===== src/rtl/bcd_sexa_timer.sv =====
// Chain of DIGITS/2 BCD fields counting 00-59, with up/down, preset load, wrap/saturate and terminal count.
// One-cycle step latency; carry/borrow ripples combinationally through all digits.
module bcd_sexa_timer #(
  parameter int DIGITS = 4
) (
  input  logic                clk_i,
  input  logic                rst_i,
  input  logic                tick_i,
  input  logic                en_i,
  input  logic                dir_i,
  input  logic                wrap_en_i,
  input  logic                clear_i,
  input  logic                load_i,
  input  logic [4*DIGITS-1:0] load_val_i,
  output logic [4*DIGITS-1:0] value_o,
  output logic                tc_o,
  output logic                load_err_o,
  output logic                at_zero_o,
  output logic                at_max_o
);

  localparam int W = 4 * DIGITS;

  logic [W-1:0] value_q, value_d, step_val;
  logic         tc_q, tc_d;
  logic         load_err_q, load_err_d;
  logic         load_ok, at_max, at_zero, limit;
  logic         cy;
  logic [3:0]   dig, lim, ldig;

  // Ripple step plus per-digit limit checks; even digits are ones (0-9), odd are tens (0-5).
  always_comb begin
    step_val = value_q;
    cy       = 1'b1;
    at_max   = 1'b1;
    load_ok  = 1'b1;
    dig      = 4'd0;
    lim      = 4'd0;
    ldig     = 4'd0;
    for (int i = 0; i < DIGITS; i++) begin
      dig  = value_q[4*i +: 4];
      ldig = load_val_i[4*i +: 4];
      lim  = (i % 2 == 1) ? 4'd5 : 4'd9;
      if (dig != lim) at_max = 1'b0;
      if (ldig > lim) load_ok = 1'b0;
      if (cy) begin
        if (!dir_i) begin
          if (dig == lim) begin
            step_val[4*i +: 4] = 4'd0;
          end else begin
            step_val[4*i +: 4] = dig + 4'd1;
            cy = 1'b0;
          end
        end else begin
          if (dig == 4'd0) begin
            step_val[4*i +: 4] = lim;
          end else begin
            step_val[4*i +: 4] = dig - 4'd1;
            cy = 1'b0;
          end
        end
      end
    end
  end

  assign at_zero = (value_q == '0);
  assign limit   = dir_i ? at_zero : at_max;

  always_comb begin
    value_d    = value_q;
    tc_d       = 1'b0;
    load_err_d = 1'b0;
    if (clear_i) begin
      value_d = '0;
    end else if (load_i) begin
      if (load_ok) value_d = load_val_i;
      else         load_err_d = 1'b1;
    end else if (tick_i && en_i) begin
      // Saturation blocks the update but still reports the terminal count.
      tc_d = limit;
      if (!limit || wrap_en_i) value_d = step_val;
    end
  end

  always_ff @(posedge clk_i) begin
    if (rst_i) begin
      value_q    <= '0;
      tc_q       <= 1'b0;
      load_err_q <= 1'b0;
    end else begin
      value_q    <= value_d;
      tc_q       <= tc_d;
      load_err_q <= load_err_d;
    end
  end

  assign value_o    = value_q;
  assign tc_o       = tc_q;
  assign load_err_o = load_err_q;
  assign at_zero_o  = at_zero;
  assign at_max_o   = at_max;

endmodule

===== config.mk =====
export PLATFORM = sky130hd
export DESIGN_NAME = bcd_sexa_timer
export DESIGN_NICKNAME = d
export VERILOG_FILES = /design/src/rtl/bcd_sexa_timer.sv
export SDC_FILE = /design/constraint.sdc
export NUM_CORES = 1
export LEC_CHECK = 0
export ABC_AREA = 0
export ABC_CLOCK_PERIOD_IN_PS = 2900
export CELL_PAD_IN_SITES_DETAIL_PLACEMENT = 1
export CELL_PAD_IN_SITES_GLOBAL_PLACEMENT = 2
export CORE_UTILIZATION = 27
export DETAILED_ROUTE_END_ITERATION = 8
export PLACE_DENSITY_LB_ADDON = 0.1
export SLEW_MARGIN = 40
export SYNTH_ARGS = -nofsm -noshare
export SYNTH_HDL_FRONTEND = slang
export SYNTH_SLANG_ARGS = --single-unit

===== constraint.sdc =====
create_clock -name clk_i -period 2.9 [get_ports clk_i]
set_clock_uncertainty 0.1 [all_clocks]
set_input_delay 0.725 -clock clk_i [delete_from_list [all_inputs] [get_ports clk_i]]
set_output_delay 0.725 -clock clk_i [all_outputs]
set_load 0.1 [all_outputs]

Word-level counts from Yosys, hierarchy flattened
Index checks and enable logic that the tools add are counted.
- bits in writable memories: 0
- logic and storage cells: 89
- bits in latches: 0
- memories kept: 0
- ROM bits: 0
- register bits after elaboration: 18
- input port bits: 24
- output and inout port bits: 20
- multiply operators: 0
- multiplexer cells: 40
- add/sub/neg operators: 8
- bitwise operators: 2
- divide/modulo/power cells: 0
- $lt $le $gt $ge: 4
- reduce and logical (&&, ||, !) cells: 20
- shift operators: 0
- equal/unequal tests: 9
- operators with widths (operator ; count):
    $mux 16 ; 4
    $mux 4 ; 15
    $mux 1 ; 21
    $add 4x1->4 const B ; 4
    $logic_not 16->1 ; 1
    $logic_not 4->1 ; 4
    $sub 4x1->4 const B ; 4
    $reduce_and 4->1 ; 3
    $reduce_bool 2->1 ; 5
    $eq 4x3->1 const B ; 2
    $eq 4x4->1 const B ; 2
    $gt 4x3->1 const B ; 2
    $gt 4x4->1 const B ; 2
    $ne 4x3->1 const B ; 2
    $ne 4x4->1 const B ; 2
    $reduce_or 4->1 ; 1
    $reduce_and 3->1 ; 1
    $reduce_or 3->1 ; 1
    $ne 2x1->1 const B ; 1
    $not 1->1 ; 2
    $reduce_or 2->1 ; 1
    $logic_and 1x1->1 ; 1
    $logic_not 1->1 ; 1
    $logic_or 1x1->1 ; 1

Logic depth before layout (Yosys ltp)
Gate-level depths: netlist (run 1).
- depth after elaboration: 11
- gate-level depth with buffers: 7

Worst setup path after synthesis (run 1)
No wires, ideal clock.
- kind: flip-flop to output port
- start point: register value_q[13] (netlist: value_o[13])
- end point: output at_max_o
- cell stages (with the launch flop): 5
- path slack: -1.141 ns
- arrival time: 3.216 ns
- required time: 2.075 ns
- buffers on the path: 1
- cells stage by stage: dfxtp_1 > buf_6 > or4_4 > nor4_2 > nor2b_1
- longest elaborated chain between the ends: 2
- ends and longest elaborated chain (what ; RTL line ; text):
    start, declared ; 24 ; logic [W-1:0] value_q, value_d, step_val;
    start signal, assigned ; 91 ; value_q <= value_d;
    $ne 4x3->1 ; 44 ; if (dig != lim) at_max = 1'b0;
    $mux 1 ; 44 ;
    end, declared ; 19 ; output logic at_max_o
No other way between the ends.

Final worst setup path (run 1)
- start point: register value_q[1] (netlist: value_o[1])
- end point: output at_max_o
- longest elaborated chain between the ends: 5
- ends and longest elaborated chain (what ; RTL line):
    $ne 4x4->1 ; 44
    $mux 1 (4 in a row) ; 44
No other way between the ends.

==> impl.org, run 1 <==
** Status
- The flow ran to the end, and the final reports show no timing, DRC or antenna violations.

** STA
- The max-slew violation count came to 0.
- Hold slack final :: 429 ps
- In the finished design, the share of the clock period the worst path needs comes to 95.7%.
- At the pin with the least slew margin, the transition time is 493 ps.
- Fin. Hold Viols :: 0
- RSZ-0062 raised after global routing :: false
- Headroom to the max-slew limit came out at 67.1%.
- For this run, the top clock speed supported by timing is 360 MHz.
- Shortest period the worst path allows :: 2770 ps
- Setup-violating endpoint count in the final report :: 0

** Yosys
- Largest area contributor in the netlist :: dfxtp_1
- A synthesized cell averages 7.62 µm².
- Summing the areas of all xor and xnor instances in the mapped netlist gives 3.59% of the synthesized area.
- Primary FF master, synth :: dfxtp_1
- Measured against the total synthesized area, the mux share comes to 7.18%.
- The netlist uses 58 different library cells.
- After synthesis, flip-flops and latches occupy 21.1% of the total area.
- Post-Syn Nets :: 248
- In the synthesized netlist the async set-or-reset flop fraction comes to 0%.
- By count the netlist is led by nand2_1, clkbuf_1, dfxtp_1.
- Area fraction of the dominant cell type after synthesis :: 21.1%
- Most instantiated library cell after synthesis :: nand2_1
- Seq cells post-synth :: 18
- For this run, the number of Yosys warnings is 0.
- Dominant combinational cell family by area after synthesis :: compound AO/OA/AOI/OAI gates
- Yosys mapped a number of flops with a built-in enable equal to 0.
- Area contributors post-synth :: dfxtp_1, o211ai_1, mux2i_1, nand2_1, clkbuf_1
- Simple-Gate Fraction of Synth Area :: 29.4%
- Summing the areas of all compound-gate instances in the mapped netlist gives 30.0% of the synthesized area.
- The mapped netlist covers 1710 µm².
- Synthesis produced a netlist whose cell count is 224.
- Summing the areas of all fa, ha and maj instances in the mapped netlist gives 0% of the synthesized area.

** Power
- Total power for the finished layout comes to 671 µW.
- Ratio of total power to cell area :: 289 nW/µm²
- Leakage :: 0.909 nW
- Worst IR drop on VDD :: 0.142 mV

** GRT
- Entering global routing, the biggest net connects 29 pins.
- Total congestion overflow after global routing :: 0
- Vias in the first global route :: 1684
- The number of antenna violations at the first check in global routing is 0.
- The first global-routing pass estimated 9300 µm of wire.
- All-layer global routing usage :: 18.5%

** Setup path
- STA classifies the critical path endpoint as an output pin.
- The slowest stage of the critical path belongs to the cell or4_4.
- The signal on the critical path passes through or4_4, nor4_4, nor2b_4, buf_12.
- Worst path top cell family by delay :: simple AND/OR/NAND/NOR gates
- Counting both buffers and inverters, the worst setup path holds a total of 1.
- Along the worst path, the maximum fanout reaches 12.
- Slowest cell delay on critical path :: 590 ps
- For the worst setup path, the data arrival time is 1950 ps.
- STA classifies the critical path startpoint as a register.
- Worst setup path category :: register to output pin
- Required time reported for the critical path endpoint :: 2080 ps

** Clock tree
- Number of clock sinks :: 18
- Clock Tree Root :: clkbuf_8
- Clock tree from TritonCTS :: yes
- In this run the deepest clock path goes through 2 buffers.
- Buffers inserted to repair hold after CTS numbered 0.
- CTS built an H-tree with a depth of 1.
- Buffers inserted during clock tree synthesis total 3.
- After clock tree synthesis, the clock-pin slew on the worst setup and hold paths is 80 ps.
- Skew-Pair Late Insertion Delay :: 260 ps

** Finish
- Number of nets in the layout :: 285
- The number of antenna diodes in the final layout is 0.
- Signed area change from the synthesized netlist to the final layout :: 35.9%
- FILL cells :: 744
- Post-route non-filler standard cell count :: 335
- Cells with a size suffix above 1 make up 26.9% of the layout.

** Drt
- Wire length per cell :: 17.2 µm
- For this run, design rule violations remaining after detail routing come to 0.
- After detailed routing, the number of vias per cell comes to 5.39.
- Post-detailed-routing wire length :: 5780 µm
- Routed Antenna Nets :: 0
- First drt pass iteration count :: 4
- Initial drt markers :: 52
- Count of vias placed by the detailed router :: 1805

** Die
- Initial Utilization :: 28.3%
- Measured along the y axis, the die boundary spans 81.5 µm.
- Std-Cell Core Area :: 6030 µm²
- The floorplan has 28 rows.
- Horiz. Die Dim :: 81.5 µm
- I/O pin count :: 44
- Die Footprint :: 6640 µm²

** Hold path
- In this run the worst hold path is classified as register to register.

** Job
- The tool flagged a number of max-cap violations equal to 0.

** Placed design
- In this run the tool buffered the top-level ports with 43 buffer cells.
- Summed over all nets, the half-perimeter wirelength after detailed placement is 4290 µm.
- Final RePlAce weighted congestion :: 0.741
- Count of placed standard cells including taps :: 330
==> power breakdown <==
group	leakage [nW]	switching [mW]	internal [mW]
clock network	0.0228	0.0954	0.0978
registers	0.156	0.00860	0.245
logic	0.731	0.128	0.0959
total	0.909	0.232	0.439
==> per-stage QoR <==
stage               setup TNS (ps)  setup WS (ps)  instance area, µm²  util, %
finish                           0            125                2320     38.5
global placement                 0            204                2250     37.4
floorplan                    -5210           -427                1780        -
global route                     0           53.8                2320     38.5
detailed placement               0            160                2250     37.4
CTS                              0           70.7                2310     38.3
==> flip-flops by register name, summed over array words and instances (netlist names) <==
| name | cells |
|---|---|
| tc_o | 1 |
| load_err_o | 1 |
| value_o | 16 |
==> timing repair <==
item	in CTS	in global routing
pin swaps	1	0
endpoints found under the setup margin	1	1
setup buffers	1	0
resized for setup	1	1
==> kinds of logic after synthesis <==
group                     after synthesis
AOI/OAI and AO/OA                      69
xor gates and xnor gates                7
buffers and inverters                  33
DFF                                    18
muxes                                  12
and+or+nand+nor                        85
==> per-layer routing <==
metal  wire length, µm  vias to the layer above  GRT usage [%]
li1                  -                      907              -
met1              2980                      869           26.0
met2              2650                       27           30.3
met3               126                        2           2.00
met4                19                        0           3.21
met5                 0                        -              0
==> final timing paths <==
kind	start	endpoint	slack (ps)	cells past startpoint
worst min-delay path	value_o[15]$_SDFFE_PP0P_	value_o[15]$_SDFFE_PP0P_	430	2
worst min register to register	value_o[15]$_SDFFE_PP0P_	value_o[15]$_SDFFE_PP0P_	430	2
worst max-delay path	value_o[1]$_SDFFE_PP0P_	at_max_o	130	4
worst max register to register	value_o[1]$_SDFFE_PP0P_	value_o[0]$_SDFFE_PP0P_	380	5
==> layout make-up <==
| cell class | count | area (µm²) | share of cell area [%] |
|---|---|---|---|
| Inverter | 8 | 30.0 | 1.30 |
| Clock buffer | 4 | 45.0 | 1.94 |
| Tap cell | 75 | 93.8 | 4.05 |
| Multi-Input combinational cell | 173 | 1230 | 53.0 |
| Timing Repair Buffer | 57 | 523 | 22.6 |
| Sequential cell | 18 | 398 | 17.2 |
==> cells in the final DEF (no fill, tap or decap), types with 2 or more instances in the layout <==
cell	count
a211oi_1	2
a21o_1	2
a21oi_1	9
a221o_1	4
a311oi_1	3
and2_1	2
and3b_1	3
buf_12	3
buf_4	31
clkbuf_8	3
clkdlybuf4s50_1	23
dfxtp_1	2
dfxtp_2	9
dfxtp_4	7
inv_1	8
mux2i_1	10
nand2_1	26
nand2b_1	5
nand3_1	7
nand3b_1	4
nor2_1	8
nor2b_1	3
nor3_1	6
nor3b_1	5
nor4_4	2
nor4b_1	2
o211ai_1	14
o21ai_0	10
o21ai_2	2
o21bai_1	2
o2bb2ai_1	2
o31ai_1	3
or3b_2	2
or4_4	4
xnor2_1	3
xor2_1	4
==> worst min-delay path: stages, from the launching register on <==
cell     delay [ps]
dfxtp_4         380
nand2_1          60
mux2i_1          60
Note: power is estimated with default switching activity, not from simulation.
==> run 2: changes to the inputs <==
--- a/config.mk
+++ b/config.mk
@@ -11,7 +11,9 @@
 export CELL_PAD_IN_SITES_GLOBAL_PLACEMENT = 2
 export CORE_UTILIZATION = 27
 export DETAILED_ROUTE_END_ITERATION = 8
-export PLACE_DENSITY_LB_ADDON = 0.1
+export GPL_ROUTABILITY_DRIVEN = 0
+export GPL_TIMING_DRIVEN = 0
+export PLACE_DENSITY = 0.81
 export SLEW_MARGIN = 40
 export SYNTH_ARGS = -nofsm -noshare
 export SYNTH_HDL_FRONTEND = slang
==> run 2 against run 1 <==
  * Sequential share of layout area up 0.46 points
  * Combinational power down 4%
  * Design area down 2.6%
  * Routed wire length up 4.2%
  * Highest routed layer unchanged
  * Sequential power down 2%
  * Critical path depth unchanged
  * Global-route usage up 0.82 points
  * Via count up 2.4%
  * Core utilization down 1.0 points
  * Hold slack worse by 8.7 ps
==> impl.org, run 2 (same netlist as run 1, synthesis figures left out) <==
** Power
- Ratio of total power to cell area :: 294 nW/µm² (+1.7%)
- The peak supply drop is 0.145 mV (+1.5%).
- Switching Fraction :: 36.2% (+1.6 points)
- The portion of total power attributed to combinational logic was 32.4% (-1.0 points).
- Total net switching power :: 240 µW (+3.6%)
- The sequential share of power is 37.4% (-0.5 points).
- The final total power was 665 µW (-0.98%).
- Leakage :: 0.885 nW (-2.7%)
- Clock Power Share :: 30.2% (+1.4 points)
- Int Power :: 424 µW (-3.4%)

** Clock tree
- Skew-Pair Late Insertion Delay :: 270 ps (about the same)
- The CTS sink count is 18 (unchanged).
- The number of H-tree branching levels came to 1 (unchanged).
- Clock Tree Root :: clkbuf_8
- The CTS clock-pin slew for the worst setup and hold paths was 80 ps (about the same).
- Clock tree from TritonCTS :: yes
- Number of CTS-inserted buffers :: 3 (unchanged)
- The number of buffers on the longest clock path came to 2 (unchanged).

** Placed design
- The estimated wirelength of the detail-placed design is 4550 µm (+6.2%).
- Placement-stage cell area :: 2190 µm² (-2.9%)
- Port Buffer Count :: 41 (-4.7%)
- Setup WS pre-CTS :: -15.5 ps (-176 ps)

** GRT
- Pin count of the biggest net entering global routing :: 11 (-62%)
- The via count of the first global-routing pass was 1814 (+7.7%).
- The global route total overflow was 0 (unchanged).
- Antenna violations before repair :: 0 (unchanged)
- All-layer global routing usage :: 19.3% (+0.82 points)
- The wire length of the first global-routing pass came to 9650 µm (+3.8%).

** Setup path
- The most critical setup path has its startpoint at value_o[11]$_SDFFE_PP0P_.
- The maximum net fanout on the critical path was 10 (-2).
- WP data arrival :: 2010 ps (+60 ps)
- Crit-path cells :: clkbuf_8, or4_4, nor4_4, buf_4
- The critical path ends at at_zero_o.
- The largest stage delay on the critical path came to 540 ps (-50 ps).
- Required time reported for the critical path endpoint :: 2080 ps (about the same)
- The worst setup path is launched from a register.
- The instance count on the critical path is 4 (unchanged).
- The setup path with the least slack is of type register to output pin.
- The worst register-to-register path ends at value_o[0]$_SDFFE_PP0P_.
- The total buffers and inverters traversed by the critical path was 2 (+1).
- Cell with the largest stage delay on the worst path :: or4_4
- The kind of cell with the highest combined delay along the critical path is simple AND/OR/NAND/NOR gates.
- The startpoint identified for the worst register-to-register timing path is value_o[11]$_SDFFE_PP0P_.
- Worst-case reg-to-reg path depth :: 7 (+2)
- Kind of capture point of the worst setup path :: output pin
- Flop-to-flop setup slack :: 550 ps (+170 ps)

** STA
- The max-slew headroom at the worst pin is 56.7% (-10 points).
- Setup repair after global routing left no endpoint under its margin.
- Total negative setup slack :: 0 ps (unchanged)
- The setup violation total in the final timing report is 0 (unchanged).
- Maximum frequency from static timing analysis :: 352 MHz (-2.2%)
- The slew at the pin with the worst max-slew slack was 649 ps (+156 ps).
- The final-report hold violation count came to 0 (unchanged).
- Number of slew-limit violations in the final report :: 0 (unchanged)
- Slack of the critical path :: 62.1 ps (-63.1 ps)
- Shortest period the worst path allows :: 2840 ps (+63.1 ps)
- Portion of the clock cycle consumed by the worst path in the final layout :: 97.9% (+2.2 points)

** Finish
- The final design utilization was 37.5% (-1.0 points).
- The area of combinational cells with multiple inputs is 1230 µm² (unchanged).
- Number of nets in the layout :: 294 (+3.2%)
- FILL cells :: 754 (+1.3%)
- Signed area change from the synthesized netlist to the final layout :: 32.3%
- Flip-flop count of the largest register after layout :: 16 (unchanged)
- Ratio of cells with drive above 1 in the final layout :: 23.4% (-3.5 points)
- The area of all sequential standard cells came to 398 µm² (unchanged).
- In the layout the commonest cells are nand2_1, clkdlybuf4s50_1, buf_2, clkbuf_1, o211ai_1.
- The post-route cell area came to 2260 µm² (-2.6%).
- The library cell used most frequently in the layout, excluding fill and tap cells, is nand2_1.
- The antenna diode instance count was 0 (unchanged).

** Die
- The core region area was 6030 µm² (unchanged).
- The number of top-level design ports is 44 (unchanged).
- The die area is 6640 µm² (unchanged).
- Horiz. Die Dim :: 81.5 µm (unchanged)
- Number of rows in the core area :: 28 (unchanged)
- The initial cell density of the core came to 28.3% (unchanged).
- Vertical extent of the die :: 81.5 µm (unchanged)

** Drt
- Final routed DRC violation total :: 0 (unchanged)
- The average vias per placed instance is 5.38 (-0.24%).
- Wire length per cell :: 17.5 µm (+1.5%)
- The via count is 1849 (+2.4%).
- The number of DRC markers in iteration 0 was 87 (+67%).
- Post-detailed-routing wire length :: 6020 µm (+4.2%)
- First drt pass iteration count :: 4 (unchanged)
- The remaining number of nets flagged by the antenna check after routing was 0 (unchanged).

** Status
- The flow ran to the end, and the final reports show no timing, DRC or antenna violations.

** Job
- Number of max-cap violations :: 0 (unchanged)

** Hold path
- Worst min path class :: register to register
## run 2: worst min path at each step
stage,cells after the start,from,endpoint,slack [ps]
floorplan,2,value_o[15]$_SDFFE_PP0P_,value_o[15]$_SDFFE_PP0P_,530
global placement,2,value_o[5]$_SDFFE_PP0P_,value_o[5]$_SDFFE_PP0P_,410
detailed placement,2,value_o[5]$_SDFFE_PP0P_,value_o[5]$_SDFFE_PP0P_,410
CTS,2,value_o[5]$_SDFFE_PP0P_,value_o[5]$_SDFFE_PP0P_,420
global route,2,value_o[13]$_SDFFE_PP0P_,value_o[13]$_SDFFE_PP0P_,450
finish,2,value_o[13]$_SDFFE_PP0P_,value_o[13]$_SDFFE_PP0P_,420
## run 2: area by class of cell
type	instances	share of cell area, %
clock buffers	4	1.99
plain buffers	24	5.65
repair buffers	42	14.8
multi-input cells	173	54.4
well taps	75	4.16
flip-flops and latches	18	17.6
inverters	8	1.33
## run 2: routing by layer
layer  vias up  wire [µm]  GRT usage [%]
met1       896       3040           27.3
li1        921          -              -
met4         0         57           5.36
met5         -          0              0
met2        28       2770           31.3
met3         4        150           1.33
## run 2: worst min-delay path, delay by kind of cell, from the launching register on
family / cells / cell delay, ps
multiplexers: 1 / 50
flip-flops: 1 / 380
AND/OR/NAND/NOR: 1 / 60
## run 2: power groups by stage
stage	registers [mW]	clock network, mW	logic (mW)
detailed placement	0.254	0	0.213
finish	0.249	0.201	0.215
floorplan	0.281	0	0.116
CTS	0.248	0.204	0.216
global placement	0.254	0	0.218
global route	0.249	0.213	0.231
## run 2: per-stage QoR
stage | hold slack, ps | std cells
after floorplan | 532 | 224
after global placement | 407 | 340
after detailed placement | 410 | 340
after CTS | 423 | 344
after global routing | 454 | 344
final | 420 | 344
## run 2: what timing repair did
item | 4_1_cts | 5_1_grt
endpoints found under the setup margin | 2 | 1
setup buffers | 0 | 1
resized for setup | 7 | 0
pin swaps | 1 | 2
hold buffers | 0 | 0
==> run 3: changes to the inputs <==
--- a/config.mk
+++ b/config.mk
@@ -7,9 +7,11 @@
 export LEC_CHECK = 0
 export ABC_AREA = 0
 export ABC_CLOCK_PERIOD_IN_PS = 2900
+export CAP_MARGIN = 20
 export CELL_PAD_IN_SITES_DETAIL_PLACEMENT = 1
 export CELL_PAD_IN_SITES_GLOBAL_PLACEMENT = 2
 export CORE_UTILIZATION = 27
+export CTS_BUF_LIST = sky130_fd_sc_hd__clkbuf_8 sky130_fd_sc_hd__clkbuf_16
 export DETAILED_ROUTE_END_ITERATION = 8
 export GPL_ROUTABILITY_DRIVEN = 0
 export GPL_TIMING_DRIVEN = 0
==> run 3 against run 2 <==
  * Sequential power is essentially flat
  * Via count shrank 0.11%
  * Routed wire length shrank 0.13%
  * Critical endpoint unchanged
  * First-iteration DRC count is the same
  * Largest power group unchanged
  * Register-to-register slack is essentially flat
==> impl.org, run 3 (same netlist as run 1, synthesis figures left out) <==
** Placed design
- Placement-stage cell area :: 2190 µm² (unchanged)
- The estimated wirelength of the detail-placed design is 4550 µm (unchanged).
- Port Buffer Count :: 41 (unchanged)

** Finish
- In the layout the commonest cells are nand2_1, clkdlybuf4s50_1, buf_2, clkbuf_1, o211ai_1.
- The number of flip-flops in the largest register is 16 (unchanged).
- The number of fillers in the final layout came to 754 (unchanged).
- The post-route cell area came to 2260 µm² (unchanged).
- Ratio of cells with drive above 1 in the final layout :: 23.4% (unchanged)
- The library cell used most frequently in the layout, excluding fill and tap cells, is nand2_1.
- The antenna diode instance count is 0 (unchanged).
- Signed area change from the synthesized netlist to the final layout :: 32.3% (unchanged)
- Number of nets in the layout :: 294 (unchanged)

** Power
- Worst IR drop on VDD :: 0.145 mV (about the same)
- Leakage :: 0.889 nW (+0.47%)
- The power per standard cell area came to 293 nW/µm² (-0.51%).
- Power Total :: 661 µW (-0.51%)

** GRT
- Wire length of the first global-routing pass :: 9650 µm (unchanged)
- Vias in the first global route :: 1814 (unchanged)
- Total congestion overflow after global routing :: 0 (unchanged)
- The largest net degree at the start of global routing came to 11 (unchanged).
- Antenna violations before repair :: 0 (unchanged)
- The total routing resource utilization after global routing is 19.3% (unchanged).

** Clock tree
- TritonCTS built the clock tree.
- The clock latency of the later-clocked register in the worst-skew pair is 270 ps (about the same).
- Clock Tree Root :: clkbuf_8
- The CTS sink count was 18 (unchanged).
- Number of H-tree levels :: 1 (unchanged)
- The number of buffers created by CTS was 3 (unchanged).
- Buffer depth of the longest clock path :: 2 (unchanged)
- The CTS clock-pin slew for the worst setup and hold paths came to 80 ps (about the same).
- Number of buffers added to fix hold violations after cts :: 0 (unchanged)

** Hold path
- Worst min path class :: register to register

** Drt
- Routed Antenna Nets :: 0 (unchanged)
- The average wire per cell in the routed design was 17.5 µm (-0.13%).
- Count of vias placed by the detailed router :: 1847 (-0.11%)
- The number of search-and-repair iterations in the first detailed-routing pass came to 4 (unchanged).
- Final routed DRC violation total :: 0 (unchanged)
- Via density per instance :: 5.37 (-0.11%)
- Post-detailed-routing wire length :: 6010 µm (-0.13%)
- Initial drt markers :: 87 (unchanged)

** STA
- The setup violation total in the final timing report came to 0 (unchanged).
- The max-slew headroom at the worst pin was 56.6% (-0.19 points).
- Fin. Hold Viols :: 0 (unchanged)
- Number of slew-limit violations in the final report :: 0 (unchanged)
- The highest clock rate is 352 MHz (about the same).
- The share of the clock period used by the worst path after layout was 97.9% (about the same).
- Slew at the pin with the worst max-slew slack :: 652 ps (+2.92 ps)
- The final sum of negative setup slack was 0 ps (unchanged).
- RSZ-0062 raised after global routing :: false
- Shortest period the worst path allows :: 2840 ps (-0.0186 ps)

** Die
- The total number of placement rows came to 28 (unchanged).
- I/O pin count :: 44 (unchanged)
- Die Footprint :: 6640 µm² (unchanged)
- The initial cell density of the core came to 28.3% (unchanged).
- Std-Cell Core Area :: 6030 µm² (unchanged)
- The floorplan die width is 81.5 µm (unchanged).
- Vertical extent of the die :: 81.5 µm (unchanged)

** Setup path
- WP data arrival :: 2010 ps (about the same)
- The worst setup path is captured at an output pin.
- The maximum net fanout on the critical path is 10 (unchanged).
- Required time reported for the critical path endpoint :: 2080 ps (about the same)
- CP Launch Type :: register
- The worst setup path is of the register to output pin kind.

** Job
- The total of max-cap violations came to 0 (unchanged).

** Status
- The flow ran to the end, and the final reports show no timing, DRC or antenna violations.
## run 3: layout make-up
type                       count  area [µm²]  area share, %
buffer                        24         128           5.65
clock buffer                   3        41.3           1.83
clock inverter                 1        3.75          0.166
inverter                       8        30.0           1.33
multi-input combinational    173        1230           54.4
sequential                    18         398           17.6
tap                           75        93.8           4.16
timing repair buffer          42         335           14.8
## run 3: through the flow
stage	utilization, %	worst slack [ps]	instances	hold slack (ps)
final	37.5	62.2	344	421
after global routing	37.5	14.8	344	454
after CTS	37.5	-4.76	344	423
after detailed placement	36.3	-15.5	340	410
after global placement	38.0	-727	340	407
after floorplan	-	-427	224	532
## run 3: worst max-delay path, stage by stage (launching register included)
cell	delay, ps
dfxtp_4	350
clkbuf_8	160
or4_4	540
nor4_4	340
buf_4	360
## run 3: power breakdown
| part | internal [mW] | leakage (nW) | switching, mW | total, mW |
|---|---|---|---|---|
| Sequential | 0.245 | 0.156 | 0.00330 | 0.249 |
| Clock | 0.0946 | 0.0269 | 0.103 | 0.197 |
| Combinational | 0.0808 | 0.706 | 0.134 | 0.215 |
| Total | 0.421 | 0.889 | 0.240 | 0.661 |
## run 3: what timing repair did
action,4_1_cts,5_1_grt
hold endpoints to repair,0,0
endpoints found under the setup margin,2,1
buffers inserted,0,1
gates resized for setup,7,0
pin swaps,1,2
## run 3: path summary, 6_finish.rpt
path / from / to / slack (ps) / depth (start not counted)
worst max-delay path: value_o[11]$_SDFFE_PP0P_ / at_zero_o / 60 / 4
worst max register to register: value_o[11]$_SDFFE_PP0P_ / value_o[0]$_SDFFE_PP0P_ / 550 / 7
worst min-delay path: value_o[13]$_SDFFE_PP0P_ / value_o[13]$_SDFFE_PP0P_ / 420 / 2
worst min register to register: value_o[13]$_SDFFE_PP0P_ / value_o[13]$_SDFFE_PP0P_ / 420 / 2
## run 3: per-layer routing
| layer | track usage, % | wire (µm) |
|---|---|---|
| met4 | 5.36 | 57 |
| met3 | 1.33 | 150 |
| met2 | 31.3 | 2770 |
| met5 | 0 | 0 |
| met1 | 27.3 | 3040 |
